`src/rtl/rast_bbox.sv`:
```
// Rasteriser bounding-box stage: per-triangle screen-space box, snapped to the
// MSAA subsample grid, clamped to the screen, with off-screen culling.
module rast_bbox #(
  parameter int unsigned SIGFIG = 24,
  parameter int unsigned RADIX  = 10,
  parameter int unsigned VERTS  = 3,
  parameter int unsigned AXIS   = 3,
  parameter int unsigned COLORS = 3
) (
  input  logic                                       clk,
  input  logic                                       rst,
  input  logic [VERTS-1:0][AXIS-1:0][SIGFIG-1:0]     tri_R10S,
  input  logic [COLORS-1:0][SIGFIG-1:0]              color_R10U,
  input  logic                                       validTri_R10H,
  input  logic [1:0][SIGFIG-1:0]                     screen_RnnnnS,
  input  logic [3:0]                                 subSample_RnnnnU,
  output logic                                       halt_RnnnnL,
  input  logic                                       next_halt_RnnnnL,
  output logic [VERTS-1:0][AXIS-1:0][SIGFIG-1:0]     tri_R13S,
  output logic [COLORS-1:0][SIGFIG-1:0]              color_R13U,
  output logic [1:0][1:0][SIGFIG-1:0]                box_R13S,
  output logic                                       validTri_R13H,
  output logic [31:0]                                cullCount
);

  localparam int unsigned GW = $clog2(SIGFIG);

  typedef logic [VERTS-1:0][AXIS-1:0][SIGFIG-1:0] tri_t;
  typedef logic [COLORS-1:0][SIGFIG-1:0]          col_t;
  typedef logic [1:0][1:0][SIGFIG-1:0]            box_t;

  logic             stall_c;
  logic [GW-1:0]    g_c;
  logic [SIGFIG-1:0] step_c;
  logic [SIGFIG-1:0] mask_c;
  logic [1:0][SIGFIG-1:0] lim_c;

  logic valid_r11_q, valid_r11_d, valid_r12_q, valid_r12_d, valid_r13_q, valid_r13_d;
  tri_t tri_r11_q, tri_r11_d, tri_r12_q, tri_r12_d, tri_r13_q, tri_r13_d;
  col_t col_r11_q, col_r11_d, col_r12_q, col_r12_d, col_r13_q, col_r13_d;
  box_t box_r11_q, box_r11_d, box_r12_q, box_r12_d, box_r13_q, box_r13_d;
  logic off_r12_q, off_r12_d;
  logic [31:0] cull_q, cull_d;

  assign stall_c     = ~next_halt_RnnnnL;
  assign halt_RnnnnL = next_halt_RnnnnL;

  // Grid LSB from the MSAA mode; anything not one-hot behaves as x1.
  always_comb begin
    g_c = GW'(RADIX);
    case (subSample_RnnnnU)
      4'b1000: g_c = GW'(RADIX);
      4'b0100: g_c = GW'(RADIX - 1);
      4'b0010: g_c = GW'(RADIX - 2);
      4'b0001: g_c = GW'(RADIX - 3);
      default: g_c = GW'(RADIX);
    endcase
  end

  assign step_c = SIGFIG'(1) << g_c;
  assign mask_c = ~(step_c - SIGFIG'(1));

  always_comb begin
    valid_r11_d = validTri_R10H;
    tri_r11_d   = tri_R10S;
    col_r11_d   = color_R10U;
    box_r11_d   = '0;
    valid_r12_d = valid_r11_q;
    tri_r12_d   = tri_r11_q;
    col_r12_d   = col_r11_q;
    box_r12_d   = '0;
    off_r12_d   = 1'b0;
    valid_r13_d = valid_r12_q & ~off_r12_q;
    tri_r13_d   = tri_r12_q;
    col_r13_d   = col_r12_q;
    box_r13_d   = '0;
    lim_c       = '0;
    cull_d      = cull_q;

    // R10->R11: signed min/max over vertices for x and y
    for (int unsigned a = 0; a < 2; a++) begin
      box_r11_d[0][a] = tri_R10S[0][a];
      box_r11_d[1][a] = tri_R10S[0][a];
      for (int unsigned v = 1; v < VERTS; v++) begin
        if ($signed(tri_R10S[v][a]) < $signed(box_r11_d[0][a])) box_r11_d[0][a] = tri_R10S[v][a];
        if ($signed(tri_R10S[v][a]) > $signed(box_r11_d[1][a])) box_r11_d[1][a] = tri_R10S[v][a];
      end
    end

    // R11->R12: snap down to the grid; off-screen test uses the unsnapped box
    for (int unsigned i = 0; i < 2; i++) begin
      for (int unsigned a = 0; a < 2; a++) begin
        box_r12_d[i][a] = box_r11_q[i][a] & mask_c;
      end
    end
    off_r12_d = box_r11_q[1][0][SIGFIG-1] | box_r11_q[1][1][SIGFIG-1]
              | ($signed(box_r11_q[0][0]) >= $signed(screen_RnnnnS[0]))
              | ($signed(box_r11_q[0][1]) >= $signed(screen_RnnnnS[1]));

    // R12->R13: clamp to [0, screen - one grid step]
    for (int unsigned a = 0; a < 2; a++) begin
      lim_c[a] = screen_RnnnnS[a] - step_c;
      box_r13_d[0][a] = box_r12_q[0][a][SIGFIG-1] ? '0 : box_r12_q[0][a];
      box_r13_d[1][a] = ($signed(box_r12_q[1][a]) > $signed(lim_c[a])) ? lim_c[a] : box_r12_q[1][a];
    end

    if (valid_r12_q && off_r12_q && (cull_q != 32'hFFFF_FFFF)) cull_d = cull_q + 32'd1;
  end

  // Whole pipe, bubbles included, freezes on stall.
  always_ff @(posedge clk) begin
    if (rst) begin
      valid_r11_q <= 1'b0;
      valid_r12_q <= 1'b0;
      valid_r13_q <= 1'b0;
      tri_r11_q   <= '0;
      tri_r12_q   <= '0;
      tri_r13_q   <= '0;
      col_r11_q   <= '0;
      col_r12_q   <= '0;
      col_r13_q   <= '0;
      box_r11_q   <= '0;
      box_r12_q   <= '0;
      box_r13_q   <= '0;
      off_r12_q   <= 1'b0;
      cull_q      <= '0;
    end else if (!stall_c) begin
      valid_r11_q <= valid_r11_d;
      valid_r12_q <= valid_r12_d;
      valid_r13_q <= valid_r13_d;
      tri_r11_q   <= tri_r11_d;
      tri_r12_q   <= tri_r12_d;
      tri_r13_q   <= tri_r13_d;
      col_r11_q   <= col_r11_d;
      col_r12_q   <= col_r12_d;
      col_r13_q   <= col_r13_d;
      box_r11_q   <= box_r11_d;
      box_r12_q   <= box_r12_d;
      box_r13_q   <= box_r13_d;
      off_r12_q   <= off_r12_d;
      cull_q      <= cull_d;
    end
  end

  assign tri_R13S      = tri_r13_q;
  assign color_R13U    = col_r13_q;
  assign box_R13S      = box_r13_q;
  assign validTri_R13H = valid_r13_q;
  assign cullCount     = cull_q;

endmodule

```
`config.mk`:
```
export PLATFORM = sky130hd
export DESIGN_NAME = rast_bbox
export DESIGN_NICKNAME = d
export VERILOG_FILES = /design/src/rtl/rast_bbox.sv
export SDC_FILE = /design/constraint.sdc
export NUM_CORES = 2
export LEC_CHECK = 0
export CORE_MARGIN = 2
export CORE_UTILIZATION = 59
export DETAILED_ROUTE_END_ITERATION = 16
export GPL_TIMING_DRIVEN = 0
export PLACE_DENSITY = 0.89
export SLEW_MARGIN = 5
export SYNTH_ARGS = -nofsm -noshare
export SYNTH_HDL_FRONTEND = slang
export SYNTH_SLANG_ARGS = --single-unit
```
`constraint.sdc`:
```
create_clock -name clk -period 15.5 [get_ports clk]
set_clock_uncertainty 0.15 [all_clocks]
set_input_delay 4.65 -clock clk [delete_from_list [all_inputs] [get_ports clk]]
set_output_delay 4.65 -clock clk [all_outputs]
set_load 0.02 [all_outputs]
```
==> run summary <==
syn avg cell area - 9.72 um2
# hold bufs at CTS - 0
global-route wire length before repair - 270,000 um
clock latency on the worst-skew pair - 0.69 ns
async set or reset register ratio after synthesis - 0%
Max-cap violations - 0
Comb pwr share - 15.3%
startpoint types - input port
placed insts - 7,109
wirelength, routed - 187,000 um
Num CTS Buffers - 115
CTS tree - yes
Power Density - 117 nW/um2
Clk network pwr share - 39.9%
Clock Sinks - 1,180
Rows - 107
post-synth top area share - 46.8%
crit path max fanout - 10
Max Clk Rate - 87.0 MHz
Die Wd - 297 um
clock-pin slew on the worst setup and hold paths - 0.06 ns
hold_ws - 0.307 ns
Setup Fix Bufs, Post-CTS - 0
Layout Cells excl Fill - 7,369
Total Power - 7.44 mW
Vias/cell - 6.07
crit path kind - in -> reg
worst path bufs/invs - 3
synth unique cells - 89
antenna viol nets, final - 0
register area share after synthesis - 46.8%
total number of vias - 44,700
Fin. Hold Viols - 0
dpl cell area - 59,600 um2
Placement Setup Slack - 3.65 ns
initial antenna violation count - 50
Crit path max-delay family - simple AND/OR/NAND/NOR gates
Starting Density - 59.4%
Yosys warnings - 0
HP Class - reg -> reg
Slowest-stage cell, CP - nor4b_1
placed wire-length estimate - 142,000 um
Worst slew margin - 4.30%
Final nets - 6,686
RSZ-0062 raised after global routing - false
commonest non-fill, non-tap cell in the layout - dfxtp_1
Switching Share - 28.0%
Peak VDD IR - 109 uV
share of cells above drive strength 1 - 3.72%
Die Area - 87,900 um2
Bufs on Longest Clock Path - 3
fin. max-slew vios - 0
P_int - 5.36 mW
Critical Path RT - 15.91 ns
Core Util, Final - 74.9%
vias in the first global route - 43,900
Post-route DRC - 0
FILL cells - 5,827
Syn Inst Count - 5,194
P_sw - 2.08 mW
main area contributors after synthesis - dfxtp_1 47%, mux2i_1 19%, nor2_1 7.6%
arrival time worst endpoint - 11.91 ns
Sequential Power Share - 44.7%
Leak - 27.4 nW
largest net degree at the start of global routing - 18
endpoints failing setup - 0
# resized after CTS - 0
Final Cycle Share - 74.1%
crit-path cells - clkdlybuf4s50_1, nor4b_1, inv_1, and2_1, nand2_1, ha_1, or3_1, o21ai_0, a21oi_1, nor3_2, a31oi_1, nor3_1, xnor2_1, ha_1, nand4_1, nor4_1, and4_1, a221oi_2, xnor2_1, clkbuf_1, o2111ai_1, o311ai_0
DR WL/cell - 25.4 um
I/O pins - 762
DRT iter0 DRCs - 3,785
most frequent cells in the layout - 1,180 x dfxtp_1, 1,027 x nor2_1, 968 x mux2i_1, 757 x clkdlybuf4s50_1, 279 x clkbuf_1
Worst Setup End Kind - register
Post-synth EDFFs - 0
final instance area - 63,700 um2
status - complete, no violations
Setup TNS - 0 ns
root buffer cell - clkbuf_16
Post-Syn Area - 50,500 um2
#FFs+latches synth - 1,180
final worst slack - 4.01 ns
Max H-tree Level - 3
Port Buffers - 757
Slew @ Worst Pin - 1.44 ns
Total GRT Usage - 40.9%
Area Growth Syn to Fin - 26.1%
area leader, netlist - dfxtp_1
GP Congestion - 1.00
total core area - 85,000 um2
Die Y - 297 um
CP peak stage delay - 1.13 ns
First-pass DRT Iterations - 8
Overflow after GRT - 0
Final min period - 11.49 ns
prevailing post-synth register cell - dfxtp_1
-- metal layers --
layer	global-route usage (%)	up-vias	share of wire, %
met2	65.2	2350	45
met5	0	-	0.067
li1	-	20100	-
met3	12.0	667	10
met4	28.4	18	7.6
met1	47.6	21600	37
-- final cells by class --
type | instances | area, um2 | share of cell area (%)
inverter | 127 | 477 | 0.748
sequential | 1180 | 23600 | 37.1
timing repair buffer | 757 | 7580 | 11.9
buffer | 348 | 1340 | 2.10
tap | 1144 | 1430 | 2.25
clock buffer | 160 | 3270 | 5.13
clock inverter | 51 | 741 | 1.16
multi-input combinational | 3553 | 25100 | 39.4
antenna | 49 | 123 | 0.193
-- registers in the layout, indices dropped and copies added, names as in the netlist --
| register | count |
|---|---|
| tri_R13S | 216 |
| color_R13U | 72 |
| off_r12_q | 1 |
| cullCount | 32 |
| validTri_R13H | 1 |
| box_r12_q | 96 |
| box_r11_q | 90 |
| col_r12_q | 72 |
| box_R13S | 94 |
| col_r11_q | 72 |
| tri_r12_q | 216 |
| valid_r12_q | 1 |
| tri_r11_q | 216 |
| valid_r11_q | 1 |
-- power by group through the flow --
stage	clock network (mW)	logic (mW)	registers [mW]
after floorplan	0	0.653	3.34
after global placement	0	1.07	3.37
after detailed placement	0	1.09	3.38
after CTS	2.96	1.11	3.32
after global routing	3.09	1.22	3.33
final	2.97	1.14	3.33
-- final timing paths --
path / cells after the start / startpoint / slack, ns / to
min: 2 / tri_r11_q[178] / 0.31 / tri_r11_q[178]
max: 22 / subSample_RnnnnU[0] / 4.01 / box_R13S[53]
min reg2reg: 2 / tri_r11_q[178] / 0.31 / tri_r11_q[178]
max reg2reg: 9 / box_r12_q[71] / 11.85 / box_R13S[53]
-- cells by family (layout without fill, tap and decap cells) --
group	count (synthesis)	count (layout)	synth area share [%]
flops	1180	1180	46.8
other cells	2	65	0.0149
simple gates	1691	1691	14.8
fa+ha+maj	260	260	6.47
xor+xnor	62	62	1.08
compound gates	552	552	8.02
buf+inv	475	1443	3.59
mux	972	972	19.3
-- synth_stat cells, drive strengths merged (40+ instances only) --
| library cell | instances |
|---|---|
| o21ai | 42 |
| nand4 | 89 |
| inv | 125 |
| clkbuf | 255 |
| nor2 | 1028 |
| dfxtp | 1180 |
| a21oi | 143 |
| a22o | 40 |
| o311ai | 89 |
| mux2i | 968 |
| nand3 | 153 |
| ha | 258 |
| a21o | 64 |
| nand2 | 183 |
| nor3 | 78 |
| buf | 93 |
-- worst min-delay path, cell delays in order, from the launching register on --
cell and delay, ns:
dfxtp_1 0.31, nand2_1 0.05, a21oi_1 0.05
Note: power is estimated with default switching activity, not from simulation.
